**config.mk**
```make
export PLATFORM = sky130hd
export DESIGN_NAME = pixel_scanout
export DESIGN_NICKNAME = d
export VERILOG_FILES = /design/src/rtl/paint_pkg.sv /design/src/rtl/pixel_scanout_vga_timing.sv /design/src/rtl/pixel_scanout.sv
export SDC_FILE = /design/constraint.sdc
export NUM_CORES = 1
export LEC_CHECK = 0
export CAP_MARGIN = 20
export CORE_MARGIN = 4
export CORE_UTILIZATION = 34
export CTS_BUF_LIST = sky130_fd_sc_hd__clkbuf_8
export CTS_CLUSTER_DIAMETER = 200
export DETAILED_ROUTE_END_ITERATION = 6
export DONT_BUFFER_PORTS = 1
export GPL_ROUTABILITY_DRIVEN = 0
export GPL_TIMING_DRIVEN = 1
export PLACE_DENSITY = 0.58
export SLEW_MARGIN = 20
export SYNTH_ARGS = -nofsm -noshare
export SYNTH_HDL_FRONTEND = slang
export SYNTH_SLANG_ARGS = --single-unit
```
**constraint.sdc**
```tcl
create_clock -name clk -period 5.4 [get_ports clk]
set_clock_uncertainty 0.2 [all_clocks]
set_input_delay 0.54 -clock clk [delete_from_list [all_inputs] [get_ports clk]]
set_output_delay 0.54 -clock clk [all_outputs]
set_load 0.05 [all_outputs]
```
**src/rtl/paint_pkg.sv**
```systemverilog
// Shared definitions for the paint canvas: colour codes, the RGB pixel
// type, the fixed palette and the cursor outline colour.
package paint_pkg;

    typedef logic [2:0] color_t;

    localparam color_t C_WHITE   = 3'd0;
    localparam color_t C_BLACK   = 3'd1;
    localparam color_t C_RED     = 3'd2;
    localparam color_t C_GREEN   = 3'd3;
    localparam color_t C_BLUE    = 3'd4;
    localparam color_t C_YELLOW  = 3'd5;
    localparam color_t C_CYAN    = 3'd6;
    localparam color_t C_MAGENTA = 3'd7;

    typedef struct packed {
        logic [3:0] r;
        logic [3:0] g;
        logic [3:0] b;
    } rgb_t;

    // Canvas cells per axis
    localparam int GRID = 8;

    // Mid-grey outline so the cursor stays visible on every palette colour
    localparam rgb_t CURSOR_RGB = rgb_t'(12'h888);

    function automatic rgb_t palette(input color_t code);
        case (code)
            C_WHITE:   palette = rgb_t'(12'hFFF);
            C_BLACK:   palette = rgb_t'(12'h000);
            C_RED:     palette = rgb_t'(12'hF00);
            C_GREEN:   palette = rgb_t'(12'h0F0);
            C_BLUE:    palette = rgb_t'(12'h00F);
            C_YELLOW:  palette = rgb_t'(12'hFF0);
            C_CYAN:    palette = rgb_t'(12'h0FF);
            default:   palette = rgb_t'(12'hF0F);
        endcase
    endfunction

endpackage

```
**src/rtl/pixel_scanout_vga_timing.sv**
```systemverilog
// vga_timing: free-running horizontal/vertical position counters and the
// raw (unpipelined) timing flags derived from them.
// Ports:
//   clk, reset            pixel clock, synchronous active-high reset
//   hcount, vcount        current position (registered)
//   active                position is inside the visible area
//   hsync_raw, vsync_raw  active-low syncs for the current position
//   frame_start_raw       high at position (0,0)
module vga_timing #(
    parameter int H_ACTIVE = 640,
    parameter int H_FP     = 16,
    parameter int H_SYNC   = 96,
    parameter int H_BP     = 48,
    parameter int V_ACTIVE = 480,
    parameter int V_FP     = 10,
    parameter int V_SYNC   = 2,
    parameter int V_BP     = 33
) (
    input  logic       clk,
    input  logic       reset,
    output logic [9:0] hcount,
    output logic [9:0] vcount,
    output logic       active,
    output logic       hsync_raw,
    output logic       vsync_raw,
    output logic       frame_start_raw
);

    localparam int H_TOTAL  = H_ACTIVE + H_FP + H_SYNC + H_BP;
    localparam int V_TOTAL  = V_ACTIVE + V_FP + V_SYNC + V_BP;
    localparam int HS_START = H_ACTIVE + H_FP;
    localparam int HS_END   = H_ACTIVE + H_FP + H_SYNC - 1;
    localparam int VS_START = V_ACTIVE + V_FP;
    localparam int VS_END   = V_ACTIVE + V_FP + V_SYNC - 1;

    logic [9:0] hcount_reg;
    logic [9:0] vcount_reg;
    logic       h_last;
    logic       v_last;

    assign h_last = (hcount_reg == 10'(H_TOTAL - 1));
    assign v_last = (vcount_reg == 10'(V_TOTAL - 1));

    always_ff @(posedge clk) begin
        if (reset) begin
            hcount_reg <= '0;
            vcount_reg <= '0;
        end else if (h_last) begin
            hcount_reg <= '0;
            vcount_reg <= v_last ? 10'd0 : vcount_reg + 10'd1;
        end else begin
            hcount_reg <= hcount_reg + 10'd1;
        end
    end

    assign hcount          = hcount_reg;
    assign vcount          = vcount_reg;
    assign active          = (hcount_reg < 10'(H_ACTIVE)) && (vcount_reg < 10'(V_ACTIVE));
    assign hsync_raw       = !((hcount_reg >= 10'(HS_START)) && (hcount_reg <= 10'(HS_END)));
    assign vsync_raw       = !((vcount_reg >= 10'(VS_START)) && (vcount_reg <= 10'(VS_END)));
    assign frame_start_raw = (hcount_reg == 10'd0) && (vcount_reg == 10'd0);

endmodule

```
**src/rtl/pixel_scanout.sv**
```systemverilog
// pixel_scanout: reads the 8x8 canvas store in raster order and drives VGA.
// Stage 0 is the position counters plus the registered store address,
// stage 1 is the store's registered colour with delayed timing flags,
// stage 2 is the output register with palette / cursor / blanking applied.
// Ports:
//   clk, reset          pixel clock, synchronous active-high reset
//   colorCode           cell colour from the store, one cycle after rx/ry
//   cx, cy, cursor_en   cursor cell and outline enable
//   rx, ry              store read address (cell index), 0 in blanking
//   hsync, vsync        active-low syncs
//   r, g, b             pixel colour, 0 in blanking
//   frame_start         one-cycle pulse with the first pixel of a frame
module pixel_scanout
    import paint_pkg::*;
#(
    parameter int H_ACTIVE = 640,
    parameter int H_FP     = 16,
    parameter int H_SYNC   = 96,
    parameter int H_BP     = 48,
    parameter int V_ACTIVE = 480,
    parameter int V_FP     = 10,
    parameter int V_SYNC   = 2,
    parameter int V_BP     = 33,
    parameter int GRID     = paint_pkg::GRID
) (
    input  logic       clk,
    input  logic       reset,
    input  logic [2:0] colorCode,
    input  logic [2:0] cx,
    input  logic [2:0] cy,
    input  logic       cursor_en,
    output logic [9:0] rx,
    output logic [9:0] ry,
    output logic       hsync,
    output logic       vsync,
    output logic [3:0] r,
    output logic [3:0] g,
    output logic [3:0] b,
    output logic       frame_start
);

    localparam int H_TOTAL = H_ACTIVE + H_FP + H_SYNC + H_BP;
    localparam int V_TOTAL = V_ACTIVE + V_FP + V_SYNC + V_BP;
    localparam int CELL_W  = H_ACTIVE / GRID;
    localparam int CELL_H  = V_ACTIVE / GRID;

    logic [9:0] hcount, vcount;
    logic       active, hsync_raw, vsync_raw, frame_start_raw;

    vga_timing #(
        .H_ACTIVE(H_ACTIVE), .H_FP(H_FP), .H_SYNC(H_SYNC), .H_BP(H_BP),
        .V_ACTIVE(V_ACTIVE), .V_FP(V_FP), .V_SYNC(V_SYNC), .V_BP(V_BP)
    ) u_timing (
        .clk             (clk),
        .reset           (reset),
        .hcount          (hcount),
        .vcount          (vcount),
        .active          (active),
        .hsync_raw       (hsync_raw),
        .vsync_raw       (vsync_raw),
        .frame_start_raw (frame_start_raw)
    );

    // ---------------- stage 0: cell tracking and read address ----------------
    logic [9:0] hsub_reg, hcell_reg, vsub_reg, vcell_reg;
    logic [9:0] hsub_next, hcell_next, vsub_next, vcell_next;
    logic [9:0] rx_reg, ry_reg;
    logic       h_wrap, v_wrap, hsub_wrap, vsub_wrap, cell_active_next, border0;

    assign h_wrap    = (hcount == 10'(H_TOTAL - 1));
    assign v_wrap    = (vcount == 10'(V_TOTAL - 1));
    assign hsub_wrap = (hsub_reg == 10'(CELL_W - 1));
    assign vsub_wrap = (vsub_reg == 10'(CELL_H - 1));

    always_comb begin
        hsub_next  = hsub_reg + 10'd1;
        hcell_next = hcell_reg;
        vsub_next  = vsub_reg;
        vcell_next = vcell_reg;
        if (h_wrap) begin
            hsub_next  = '0;
            hcell_next = '0;
        end else if (hsub_wrap) begin
            hsub_next  = '0;
            hcell_next = hcell_reg + 10'd1;
        end
        if (h_wrap) begin
            if (v_wrap) begin
                vsub_next  = '0;
                vcell_next = '0;
            end else if (vsub_wrap) begin
                vsub_next  = '0;
                vcell_next = vcell_reg + 10'd1;
            end else begin
                vsub_next  = vsub_reg + 10'd1;
            end
        end
        // The visible area is exactly GRID cells on each axis, so the next
        // position is visible iff both next cell indices are below GRID.
        cell_active_next = (hcell_next < 10'(GRID)) && (vcell_next < 10'(GRID));
    end

    always_ff @(posedge clk) begin
        if (reset) begin
            hsub_reg  <= '0;
            hcell_reg <= '0;
            vsub_reg  <= '0;
            vcell_reg <= '0;
            rx_reg    <= '0;
            ry_reg    <= '0;
        end else begin
            hsub_reg  <= hsub_next;
            hcell_reg <= hcell_next;
            vsub_reg  <= vsub_next;
            vcell_reg <= vcell_next;
            // Address is registered alongside the counters it belongs to
            rx_reg    <= cell_active_next ? hcell_next : 10'd0;
            ry_reg    <= cell_active_next ? vcell_next : 10'd0;
        end
    end

    assign border0 = cursor_en
                  && (hcell_reg == {7'd0, cx}) && (vcell_reg == {7'd0, cy})
                  && ((hsub_reg == 10'd0) || hsub_wrap || (vsub_reg == 10'd0) || vsub_wrap);

    // ---------------- stage 1: flags travelling with colorCode ----------------
    logic act1_reg, hs1_reg, vs1_reg, fs1_reg, border1_reg;

    always_ff @(posedge clk) begin
        if (reset) begin
            act1_reg    <= 1'b0;
            hs1_reg     <= 1'b1;
            vs1_reg     <= 1'b1;
            fs1_reg     <= 1'b0;
            border1_reg <= 1'b0;
        end else begin
            act1_reg    <= active;
            hs1_reg     <= hsync_raw;
            vs1_reg     <= vsync_raw;
            fs1_reg     <= frame_start_raw;
            border1_reg <= border0;
        end
    end

    // ---------------- stage 2: output registers ----------------
    rgb_t rgb_reg;
    logic hsync_reg, vsync_reg, fs_reg;

    always_ff @(posedge clk) begin
        if (reset) begin
            rgb_reg   <= '0;
            hsync_reg <= 1'b1;
            vsync_reg <= 1'b1;
            fs_reg    <= 1'b0;
        end else begin
            hsync_reg <= hs1_reg;
            vsync_reg <= vs1_reg;
            fs_reg    <= fs1_reg;
            if (!act1_reg)
                rgb_reg <= '0;
            else if (border1_reg)
                rgb_reg <= CURSOR_RGB;
            else
                rgb_reg <= palette(color_t'(colorCode));
        end
    end

    assign rx          = rx_reg;
    assign ry          = ry_reg;
    assign hsync       = hsync_reg;
    assign vsync       = vsync_reg;
    assign frame_start = fs_reg;
    assign r           = rgb_reg.r;
    assign g           = rgb_reg.g;
    assign b           = rgb_reg.b;

endmodule

```
==> results.rst, run 1 <==
.. list-table::
   :header-rows: 1

   * - Metric
     - Value
   * - Antenna diode count
     - 0
   * - Grt total ovfl
     - 0
   * - H-tree level count
     - 3
   * - ANT nets after route
     - 0
   * - Largest net degree at the start of global routing
     - 20
   * - Leading register cell type out of synthesis
     - sky130_fd_sc_hd__dfxtp_1
   * - Overall routing resource usage
     - 0.1336
   * - Post-synthesis instance area
     - 4205 um2
   * - CTS Sinks
     - 94
   * - Critical Setup Path Class
     - reg2reg
   * - Actual transition at the worst max-transition pin
     - 0.7990 ns
   * - Share of the yosys chip area belonging to registers
     - 0.4475
   * - Vias in the first global route
     - 3073
   * - Sum of negative setup slack
     - 0 ns
   * - Initial cell density of the core
     - 0.3487
   * - Start point of the critical path
     - u_timing.hcount[0]
   * - DP HPWL
     - 6503 um
   * - Total of max-cap violations
     - 0
   * - Horizontal extent of the die
     - 119.2 um
   * - DR WL/cell
     - 13.88 um
   * - Ys async rst share
     - 0
   * - Worst reg2reg startpoint
     - u_timing.hcount[0]
   * - Synthesis-to-layout area growth
     - 11.07%
   * - Unrepaired setup endpoints after global routing
     - false
   * - Worst Min Path Start
     - reset
   * - Setup-violating endpoint count in the final report
     - 0
   * - Cell class contributing the biggest share of worst-path delay
     - simple AND/OR/NAND/NOR gates
   * - Count of buffers from port buffering
     - 0
   * - Placed cell area
     - 4413 um2
   * - Number of enable-type register cells in the synthesized netlist
     - 0
   * - Clock Path Buffers
     - 2
   * - Peak Freq
     - 304.2 MHz
   * - Worst voltage drop across the vdd grid
     - 95.07 uV
   * - Critical path buffers and inverters
     - 0
   * - Clock root buffer master
     - sky130_fd_sc_hd__clkbuf_8
   * - Clock insertion delay at the later pin of the skew report
     - 0.38 ns
   * - Number of failing hold endpoints at the final stage
     - 0
   * - Area share of the largest cell type after synthesis
     - 0.4475
   * - Total leakage power
     - 1.663 nW
   * - Final wirelength
     - 9052 um
   * - Peak per-stage delay on the critical path
     - 0.70 ns
   * - Worst Setup End Kind
     - register
   * - Count of mapped cells out of synthesis
     - 467
   * - Count of cell types in the netlist
     - 53
   * - Number of antenna violations at the first check in global routing
     - 0
   * - Number of placed I/O pins
     - 47
   * - Worst slew margin relative to its limit
     - 0.4660
   * - Maximum fanout encountered on the critical timing path
     - 7
   * - Flops & latches, synth
     - 94
   * - Layout cell share with drive strength beyond 1
     - 0.07645
   * - Number of remaining DRC errors
     - 0
   * - Data arrival, critical path
     - 3.36 ns
   * - Slowest stage cell on the critical path
     - sky130_fd_sc_hd__or4_1
   * - Chain of cells forming the critical path
     - ha_1 > nand4_1 > or4_1 > nor3_1 > mux2i_1 > o2111ai_1 > nor4_1
   * - Final design instance area without fill
     - 4671 um2
   * - Worst min-delay path category
     - in2reg
   * - Largest cells by area after synthesis
     - sky130_fd_sc_hd__dfxtp_1 (45%), sky130_fd_sc_hd__xor2_1 (6.0%), sky130_fd_sc_hd__nor2_1 (5.7%)
   * - Max-slew violation total from the final report
     - 0
   * - Area of the die
     - 14210 um2
   * - Iteration-0 DRC count of the detailed router
     - 220
   * - Number of placed instances, taps included
     - 635
   * - Minimum clock period
     - 3.288 ns
   * - Period utilization
     - 0.6088
   * - Power density over cell area
     - 290.4 nW/um2
   * - Mean cell area of the mapped netlist
     - 9.005 um2
   * - Startpoint kind of the worst setup timing path
     - register
   * - Clock-pin slew of the registers on the worst-case setup and hold paths
     - 0.09 ns
   * - Via density per instance
     - 4.983
   * - Library cell with the largest summed area after synthesis
     - sky130_fd_sc_hd__dfxtp_1
   * - Net count of the finished layout
     - 502
   * - Site row count
     - 40
   * - Clock tree from TritonCTS
     - built
   * - Global-route wire length before repair
     - 15240 um
   * - Via count
     - 3249
   * - Run status
     - finished, final reports clean
   * - Finished Layout Cells
     - 652
   * - Area of the placeable core
     - 12060 um2
   * - First-pass DRT Iterations
     - 4
   * - Required time worst endpoint
     - 5.47 ns
   * - Number of buffers created by CTS
     - 9
   * - Warnings, synthesis
     - 0
   * - Chip height
     - 119.2 um
[final cells by class]
| class | instances | area [um2] |
|---|---|---|
| Multi-Input combinational cell | 352 | 2220 |
| Sequential cell | 94 | 1882 |
| Clock buffer | 10 | 137.6 |
| Fill cell | 1211 | 7391 |
| Clock inverter | 6 | 110.1 |
| Inverter | 15 | 56.30 |
| Timing Repair Buffer | 7 | 55.05 |
| Tap cell | 168 | 210.2 |
[worst register-to-register path: stages (launching register included)]
cell and delay, ns:
sky130_fd_sc_hd__dfxtp_1 0.40, sky130_fd_sc_hd__ha_1 0.25, sky130_fd_sc_hd__nand4_1 0.22, sky130_fd_sc_hd__or4_1 0.70, sky130_fd_sc_hd__nor3_1 0.40, sky130_fd_sc_hd__mux2i_1 0.31, sky130_fd_sc_hd__o2111ai_1 0.33, sky130_fd_sc_hd__nor4_1 0.38
[report_power, final]
part / internal, mW / total (mW) / leakage, nW / switching [mW]
sequential: 0.706 / 0.740 / 0.765 / 0.0336
clock: 0.319 / 0.568 / 0.124 / 0.249
combinational: 0.0147 / 0.0487 / 0.774 / 0.0339
total: 1.04 / 1.36 / 1.66 / 0.316
[Yosys cell counts (2+ instances only)]
cell type / number
sky130_fd_sc_hd__a21oi_1: 12
sky130_fd_sc_hd__inv_1: 14
sky130_fd_sc_hd__nor2_1: 64
sky130_fd_sc_hd__o31ai_1: 2
sky130_fd_sc_hd__or2_1: 2
sky130_fd_sc_hd__nor4b_2: 2
sky130_fd_sc_hd__or2_2: 4
sky130_fd_sc_hd__or3_1: 7
sky130_fd_sc_hd__and3_1: 12
sky130_fd_sc_hd__nor3_2: 3
sky130_fd_sc_hd__nand2_1: 28
sky130_fd_sc_hd__ha_1: 11
sky130_fd_sc_hd__buf_4: 6
sky130_fd_sc_hd__and4_1: 7
sky130_fd_sc_hd__mux2i_1: 3
sky130_fd_sc_hd__nor4_2: 2
sky130_fd_sc_hd__nand3_1: 23
sky130_fd_sc_hd__xor2_1: 29
sky130_fd_sc_hd__buf_2: 2
sky130_fd_sc_hd__and2_1: 2
sky130_fd_sc_hd__nand4_1: 23
sky130_fd_sc_hd__xnor2_1: 25
sky130_fd_sc_hd__o31a_1: 3
sky130_fd_sc_hd__nand2b_1: 2
sky130_fd_sc_hd__o22ai_1: 2
sky130_fd_sc_hd__nor4_1: 10
sky130_fd_sc_hd__nor3_1: 15
sky130_fd_sc_hd__nor2b_1: 5
sky130_fd_sc_hd__a21boi_0: 2
sky130_fd_sc_hd__dfxtp_1: 94
sky130_fd_sc_hd__o2111ai_1: 2
sky130_fd_sc_hd__o21ai_0: 10
sky130_fd_sc_hd__nor4b_1: 6
sky130_fd_sc_hd__or4_1: 5
sky130_fd_sc_hd__clkbuf_1: 10
[worst paths after layout]
path	to	cells past startpoint	slack (ns)
hold reg to reg	vsync	1	0.22
hold / removal	frame_start	1	0.03
setup / recovery	ry[1]	7	2.11
setup reg to reg	ry[1]	7	2.11
[per-stage QoR]
step | setup slack [ns] | power, mW | hold WS [ns] | util
after global placement | 2.258 | 0.8032 | 0.2047 | 0.3659
after CTS | 2.133 | 1.375 | 0.01008 | 0.3872
final | 2.112 | 1.356 | 0.02974 | 0.3872
after global routing | 1.916 | 1.416 | 0.006121 | 0.3872
after floorplan | 2.541 | 0.7971 | 0.1895 | -
after detailed placement | 2.159 | 0.8042 | 0.2038 | 0.3659
[per-layer routing]
metal | up-vias | wire, um | part of all wire | global-route usage
met1 | 1530 | 4455 | 0.49 | 0.1792
met4 | 0 | 161 | 0.018 | 0.05865
met2 | 61 | 4120 | 0.46 | 0.2024
met3 | 9 | 315 | 0.035 | 0.03419
met5 | - | 0 | 0 | 0
li1 | 1649 | - | - | -
[cells in the final DEF (no fill, tap or decap), types with 2 or more instances in the layout]
cell type / n
sky130_fd_sc_hd__nor4_2: 2
sky130_fd_sc_hd__nand4_1: 23
sky130_fd_sc_hd__xnor2_1: 25
sky130_fd_sc_hd__mux2i_1: 3
sky130_fd_sc_hd__nor2b_1: 5
sky130_fd_sc_hd__nor4b_2: 2
sky130_fd_sc_hd__nor4b_1: 6
sky130_fd_sc_hd__or2_1: 2
sky130_fd_sc_hd__nor4_1: 10
sky130_fd_sc_hd__nand2_1: 28
sky130_fd_sc_hd__o2111ai_1: 2
sky130_fd_sc_hd__xor2_1: 29
sky130_fd_sc_hd__nand2b_1: 2
sky130_fd_sc_hd__nor2_1: 64
sky130_fd_sc_hd__dfxtp_1: 94
sky130_fd_sc_hd__or3_1: 7
sky130_fd_sc_hd__and3_1: 12
sky130_fd_sc_hd__o31ai_1: 2
sky130_fd_sc_hd__or2_2: 4
sky130_fd_sc_hd__and2_1: 2
sky130_fd_sc_hd__bufinv_16: 3
sky130_fd_sc_hd__inv_1: 15
sky130_fd_sc_hd__o31a_1: 3
sky130_fd_sc_hd__o21ai_0: 10
sky130_fd_sc_hd__ha_1: 11
sky130_fd_sc_hd__a21boi_0: 2
sky130_fd_sc_hd__nor3_2: 3
sky130_fd_sc_hd__o22ai_1: 2
sky130_fd_sc_hd__or4_1: 5
sky130_fd_sc_hd__nand3_1: 23
sky130_fd_sc_hd__nor3_1: 15
sky130_fd_sc_hd__conb_1: 14
sky130_fd_sc_hd__a21oi_1: 12
sky130_fd_sc_hd__clkbuf_8: 10
sky130_fd_sc_hd__buf_4: 6
sky130_fd_sc_hd__and4_1: 7
[repair_timing]
item	4_1_cts	5_1_grt
setup buffers	0	0
hold buffers	1	0
endpoints found under the hold margin	2	0
gates resized for setup	0	0
[logic make-up (layout without fill, tap and decap cells)]
group	after synthesis	after routing	synth area share
DFF	94	94	0.4475
muxes	4	4	0.009819
and+or+nand+nor	227	227	0.2949
buffers and inverters	34	38	0.03630
xor gates and xnor gates	54	54	0.1125
adders and majority gates	11	11	0.03273
other	1	14	0.0008917
AOI/OAI and AO/OA	42	42	0.06546
Power figures use the tool's default switching activity.
==> inputs of run 2 (changes only) <==
--- a/config.mk
+++ b/config.mk
@@ -14,7 +14,7 @@
 export DONT_BUFFER_PORTS = 1
 export GPL_ROUTABILITY_DRIVEN = 0
 export GPL_TIMING_DRIVEN = 1
-export PLACE_DENSITY = 0.58
+export PLACE_DENSITY = 0.6
 export SLEW_MARGIN = 20
 export SYNTH_ARGS = -nofsm -noshare
 export SYNTH_HDL_FRONTEND = slang
==> constraint.sdc (replaced) <==
create_clock -name clk -period 2.65 [get_ports clk]
set_clock_uncertainty 0.2 [all_clocks]
set_input_delay 0.265 -clock clk [delete_from_list [all_inputs] [get_ports clk]]
set_output_delay 0.265 -clock clk [all_outputs]
set_load 0.05 [all_outputs]
==> results.rst, run 2 (synthesis gave the netlist of run 1 again) <==
.. list-table::
   :header-rows: 1

   * - Metric
     - Value
   * - Total leakage power
     - 1.866 nW
   * - Place WS
     - -0.1861 ns
   * - Worst min-delay path category
     - reg2reg
   * - Placed cell area
     - 4633 um2
   * - Worst-case hold slack
     - 0.2202 ns
   * - Via count
     - 3444
   * - DR WL/cell
     - 13.90 um
   * - Horizontal extent of the die
     - 119.2 um
   * - Max-slew violation total from the final report
     - 0
   * - Maximum fanout encountered on the critical timing path
     - 4
   * - Clock-pin slew of the registers on the worst-case setup and hold paths
     - 0.10 ns
   * - Minimum clock period
     - 2.549 ns
   * - Final design instance area without fill
     - 5032 um2
   * - DP HPWL
     - 6822 um
   * - Final wirelength
     - 9549 um
   * - Clock Path Buffers
     - 2
   * - Largest net degree at the start of global routing
     - 19
   * - Via density per instance
     - 5.013
   * - Final Worst Setup Slack
     - 0.1014 ns
   * - Area of the placeable core
     - 12060 um2
   * - Total design power
     - 2.746 mW
   * - Peak per-stage delay on the critical path
     - 0.58 ns
   * - Clock root buffer master
     - sky130_fd_sc_hd__clkbuf_8
   * - Met3 track utilization from global routing
     - 0.02469
   * - Critical Setup Path Class
     - reg2reg
   * - Site row count
     - 40
   * - Setup-violating endpoint count in the final report
     - 0
   * - Number of failing hold endpoints at the final stage
     - 0
   * - Peak Freq
     - 392.4 MHz
   * - Sum of negative setup slack
     - 0 ns
   * - Number of remaining DRC errors
     - 0
   * - Met1 demand-to-capacity share in global routing
     - 0.1728
   * - Net count of the finished layout
     - 537
   * - Required time worst endpoint
     - 2.76 ns
   * - Power density over cell area
     - 545.6 nW/um2
   * - Clock tree from TritonCTS
     - built
   * - Initial cell density of the core
     - 0.3487
   * - Chip height
     - 119.2 um
   * - Data arrival, critical path
     - 2.66 ns
   * - Met2 Usage GRT
     - 0.2264
   * - Busiest layer in global routing
     - met2
   * - Clock insertion delay at the later pin of the skew report
     - 0.38 ns
   * - Actual transition at the worst max-transition pin
     - 0.6102 ns
   * - Overall routing resource usage
     - 0.1374
   * - Period utilization
     - 0.9617
   * - Number of buffers created by CTS
     - 9
   * - Worst slew margin relative to its limit
     - 0.5918
   * - Antenna diode count
     - 0
   * - Layout cell share with drive strength beyond 1
     - 0.1580
   * - Number of placed I/O pins
     - 47
   * - ANT nets after route
     - 0
   * - Grt total ovfl
     - 0
   * - First-pass DRT Iterations
     - 4
   * - Most frequent standard cell in the layout excluding fill and tap cells
     - sky130_fd_sc_hd__dfxtp_1
   * - Iteration-0 DRC count of the detailed router
     - 174
   * - Global-route wire length before repair
     - 16020 um
   * - Area of the die
     - 14210 um2
   * - Run status
     - finished, final reports clean
   * - Worst Setup End Kind
     - register
   * - Chain of cells forming the critical path
     - or3_4 > or4_4 > nor4b_4 > o32ai_2 > or4_1 > nor3_2
   * - Total of max-cap violations
     - 0
   * - Startpoint kind of the worst setup timing path
     - register
   * - Commonest cells after routing, fill and taps aside
     - sky130_fd_sc_hd__dfxtp_1 (89), sky130_fd_sc_hd__nor2_1 (63), sky130_fd_sc_hd__buf_4 (33), sky130_fd_sc_hd__nand2_1 (28), sky130_fd_sc_hd__xor2_1 (28)
   * - Slowest stage cell on the critical path
     - sky130_fd_sc_hd__or4_4
   * - Worst voltage drop across the vdd grid
     - 264.6 uV
   * - CTS Sinks
     - 94
   * - H-tree level count
     - 3
   * - Synthesis-to-layout area growth
     - 19.67%
   * - Count of buffers from port buffering
     - 0
   * - Vias in the first global route
     - 3464
   * - Number of antenna violations at the first check in global routing
     - 0
run 2: final timing paths:
check | start | to | slack, ns | depth (start not counted)
setup / recovery | hsub_reg[8] | rx[0] | 0.10 | 6
hold / removal | vs1_reg | vsync | 0.22 | 1
setup reg to reg | hsub_reg[8] | rx[0] | 0.10 | 6
hold reg to reg | vs1_reg | vsync | 0.22 | 1
run 2: metal layers:
metal	routed length (um)	share of wire	vias to the layer above
li1	-	-	1717
met1	4493	0.47	1632
met2	4496	0.47	78
met3	324	0.034	17
met4	234	0.025	0
met5	0	0	-
run 2: power by group:
| group | total (mW) | internal (mW) | switching, mW | leakage (nW) |
|---|---|---|---|---|
| clock network | 1.12 | 0.553 | 0.562 | 0.118 |
| registers | 1.51 | 1.44 | 0.0669 | 0.767 |
| logic | 0.123 | 0.0430 | 0.0802 | 0.980 |
| total | 2.75 | 2.04 | 0.709 | 1.87 |
run 2: what timing repair did:
item | 4_1_cts | 5_1_grt
hold buffers | 8 | 0
endpoints found under the setup margin | 5 | 6
gates resized for setup | 3 | 12
endpoints found under the hold margin | 23 | 0
setup buffers | 3 | 0
pin swaps | 2 | 4
run 2: through the flow:
step,cells,util
after floorplan,480,-
after global placement,660,0.3841
after detailed placement,660,0.3841
after CTS,687,0.4131
after global routing,687,0.4172
final,687,0.4172
run 2: final cells by class:
cell class | instances | area (um2)
clock buffers | 9 | 123.9
repair buffers | 42 | 347.8
fillers | 1203 | 7029
clock inverters | 7 | 108.9
well taps | 168 | 210.2
flip-flops and latches | 94 | 1888
inverters | 15 | 56.30
multi-input cells | 352 | 2297
run 2: worst max-delay path, delay by kind of cell (launching register included):
kind             cells  cell delay (ns)
AND/OR/NAND/NOR      5             1.78
flip-flops           1             0.35
AO/OA/AOI/OAI        1             0.14
==> inputs of run 3 (changes only) <==
--- a/config.mk
+++ b/config.mk
@@ -5,6 +5,7 @@
 export SDC_FILE = /design/constraint.sdc
 export NUM_CORES = 1
 export LEC_CHECK = 0
+export ABC_AREA = 1
 export CAP_MARGIN = 20
 export CORE_MARGIN = 4
 export CORE_UTILIZATION = 34
==> results.rst, run 3 <==
.. list-table::
   :header-rows: 1

   * - Metric
     - Value
   * - Count of buffers from port buffering
     - 0
   * - Number of placed instances, taps included
     - 777
   * - Maximum fanout encountered on the critical timing path
     - 9
   * - Setup-violating endpoint count in the final report
     - 0
   * - Number of failing hold endpoints at the final stage
     - 0
   * - Commonest cells after routing, fill and taps aside
     - sky130_fd_sc_hd__nand2_1 (111), sky130_fd_sc_hd__dfxtp_1 (94), sky130_fd_sc_hd__nor2_1 (90), sky130_fd_sc_hd__inv_1 (85), sky130_fd_sc_hd__nand3_1 (56)
   * - Number of stages on the worst hold path
     - 6
   * - Most frequent cell after synthesis
     - sky130_fd_sc_hd__nand2_1
   * - ANT nets after route
     - 0
   * - Minimum clock period
     - 2.419 ns
   * - Worst slew margin relative to its limit
     - 0.6576
   * - Busiest layer in global routing
     - met2
   * - Finished Layout Cells
     - 802
   * - Post-synthesis instance area
     - 4354 um2
   * - Largest cells by area after synthesis
     - sky130_fd_sc_hd__dfxtp_1 (43%), sky130_fd_sc_hd__nand2_1 (9.6%), sky130_fd_sc_hd__nor2_1 (7.8%)
   * - First-pass DRT Iterations
     - 5
   * - Synthesis-to-layout area growth
     - 12.70%
   * - Most frequent standard cell in the layout excluding fill and tap cells
     - sky130_fd_sc_hd__nand2_1
   * - Net count of the finished layout
     - 649
   * - Total leakage power
     - 2.023 nW
   * - Site row count
     - 41
   * - Worst Min Path Start
     - colorCode[2]
   * - Clock tree from TritonCTS
     - built
   * - Max-slew violation total from the final report
     - 0
   * - Peak per-stage delay on the critical path
     - 0.54 ns
   * - Antenna diode count
     - 0
   * - Met3 track utilization from global routing
     - 0.03310
   * - Peak Freq
     - 413.5 MHz
   * - Chip height
     - 121.2 um
   * - Library cell with the largest summed area after synthesis
     - sky130_fd_sc_hd__dfxtp_1
   * - Clock insertion delay at the later pin of the skew report
     - 0.38 ns
   * - Number of placed I/O pins
     - 47
   * - Largest net degree at the start of global routing
     - 30
   * - Global-route wire length before repair
     - 16880 um
   * - Iteration-0 DRC count of the detailed router
     - 301
   * - Ys async rst share
     - 0
   * - Worst reg2reg startpoint
     - u_timing.hcount[0]
   * - Final design instance area without fill
     - 4907 um2
   * - Power density over cell area
     - 546.8 nW/um2
   * - Vias in the first global route
     - 3575
   * - Flops & latches, synth
     - 94
   * - Minimum setup slack among reg-to-reg paths
     - 0.23 ns
   * - Number of buffers created by CTS
     - 9
   * - Period utilization
     - 0.9127
   * - Via density per instance
     - 4.736
   * - Worst Setup End Kind
     - register
   * - Placed cell area
     - 4567 um2
   * - Most used standard cells in the synthesized netlist
     - sky130_fd_sc_hd__nand2_1 (111), sky130_fd_sc_hd__dfxtp_1 (94), sky130_fd_sc_hd__nor2_1 (91)
   * - Unrepaired setup endpoints after global routing
     - false
   * - Required time worst endpoint
     - 2.78 ns
   * - Initial cell density of the core
     - 0.3464
   * - Clock Path Buffers
     - 2
   * - Count of cell types in the netlist
     - 41
   * - H-tree level count
     - 3
   * - FF-to-FF path depth
     - 10
   * - Worst voltage drop across the vdd grid
     - 296.4 uV
   * - Chain of cells forming the critical path
     - ha_1 > nand3_2 > inv_1 > nand3_2 > nor2_4 > nand3_1 > nand2_1 > nand2_1 > nor2_1 > dlygate4sd3_1
   * - DR WL/cell
     - 12.45 um
   * - DP HPWL
     - 7423 um
   * - Area share of the largest cell type after synthesis
     - 0.4322
   * - Met2 Usage GRT
     - 0.2313
   * - Sum of negative setup slack
     - 0 ns
   * - Critical Setup Path Class
     - reg2reg
   * - Total design power
     - 2.683 mW
   * - Via count
     - 3798
   * - Grt total ovfl
     - 0
   * - Clock root buffer master
     - sky130_fd_sc_hd__clkbuf_8
   * - Post-Route Utilization
     - 0.3904
   * - Actual transition at the worst max-transition pin
     - 0.5129 ns
   * - Overall routing resource usage
     - 0.1431
   * - Leading register cell type out of synthesis
     - sky130_fd_sc_hd__dfxtp_1
   * - Worst hold endpoint
     - b[3]
   * - Run status
     - finished, final reports clean
   * - Clock-pin slew of the registers on the worst-case setup and hold paths
     - 0.10 ns
   * - Number of remaining DRC errors
     - 0
   * - Slowest stage cell on the critical path
     - sky130_fd_sc_hd__dlygate4sd3_1
   * - Data arrival, critical path
     - 2.55 ns
   * - Final wirelength
     - 9981 um
   * - Layout filler cell count
     - 1320
   * - Area of the die
     - 14680 um2
   * - CTS Sinks
     - 94
   * - Area of the placeable core
     - 12570 um2
   * - Horizontal extent of the die
     - 121.2 um
   * - R2r endpoint
     - vcell_reg[1]
   * - Met1 demand-to-capacity share in global routing
     - 0.1796
   * - Layout cell share with drive strength beyond 1
     - 0.08095
   * - Number of antenna violations at the first check in global routing
     - 0
   * - Count of mapped cells out of synthesis
     - 601
   * - Warnings, synthesis
     - 0
   * - Mean cell area of the mapped netlist
     - 7.245 um2
   * - Startpoint kind of the worst setup timing path
     - register
   * - Total of max-cap violations
     - 0
   * - Number of enable-type register cells in the synthesized netlist
     - 0
   * - Worst min-delay path category
     - in2reg
   * - Share of the yosys chip area belonging to registers
     - 0.4322
run 3: cells by family after synthesis:
kind of cell	count (synthesis)	synth area share
AND/OR/NAND/NOR	324	0.3399
buffers and inverters	104	0.09713
flip-flops	94	0.4322
AO/OA/AOI/OAI	51	0.06610
XOR/XNOR	16	0.03219
adder cells (fa/ha/maj)	11	0.03161
other	1	0.0008612
run 3: report_power, final:
group          total (mW)  internal, mW  switching [mW]
logic               0.116        0.0368          0.0790
registers            1.51          1.44          0.0670
clock network        1.06         0.534           0.527
run 3: worst max-delay path by stage:
stage,slack [ns],endpoint,startpoint
final,0.23,vcell_reg[1],u_timing.hcount[0]
after global routing,0.05,vcell_reg[1],u_timing.hcount[1]
after CTS,0.11,vcell_reg[1],u_timing.hcount[0]
after detailed placement,0.32,ry[1],u_timing.hcount[0]
after global placement,0.41,u_timing.vcount[9],u_timing.hcount[0]
after floorplan,0.69,u_timing.vcount[9],u_timing.hcount[0]
run 3: worst max-delay path: cells and delay by family (launching register included):
kind          cells  cell delay (ns)
flops             1             0.38
buf+inv           2             0.65
fa+ha+maj         1             0.21
simple gates      7             0.93
run 3: metrics by stage:
| stage | hold slack (ns) | setup slack, ns |
|---|---|---|
| CTS | 0.009242 | 0.1060 |
| finish | 0.03087 | 0.2315 |
| global placement | 0.1460 | 0.4080 |
| global route | 0.05753 | 0.04553 |
| detailed placement | 0.1492 | 0.3219 |
| floorplan | 0.1883 | 0.6936 |
run 3: area by class of cell:
type | count | area (um2) | share of cell area
clock buffer | 9 | 123.9 | 0.02524
clock inverter | 6 | 95.09 | 0.01938
inverter | 91 | 345.3 | 0.07037
multi-input combinational | 416 | 2111 | 0.4301
sequential | 94 | 1882 | 0.3835
tap | 172 | 215.2 | 0.04386
timing repair buffer | 14 | 135.1 | 0.02754
run 3: what timing repair did:
item,4_1_cts,5_1_grt
hold buffers,8,0
setup endpoints to repair,0,1
buffers inserted,0,2
endpoints found under the hold margin,36,0
gates resized for setup,0,4
run 3: per-layer routing:
metal  vias to the layer above  part of all wire  wire, um
met3                        16             0.047       467
li1                       1961                 -         -
met1                      1724              0.47      4663
met4                         0             0.028       279
met5                         -                 0         0
met2                        97              0.46      4571
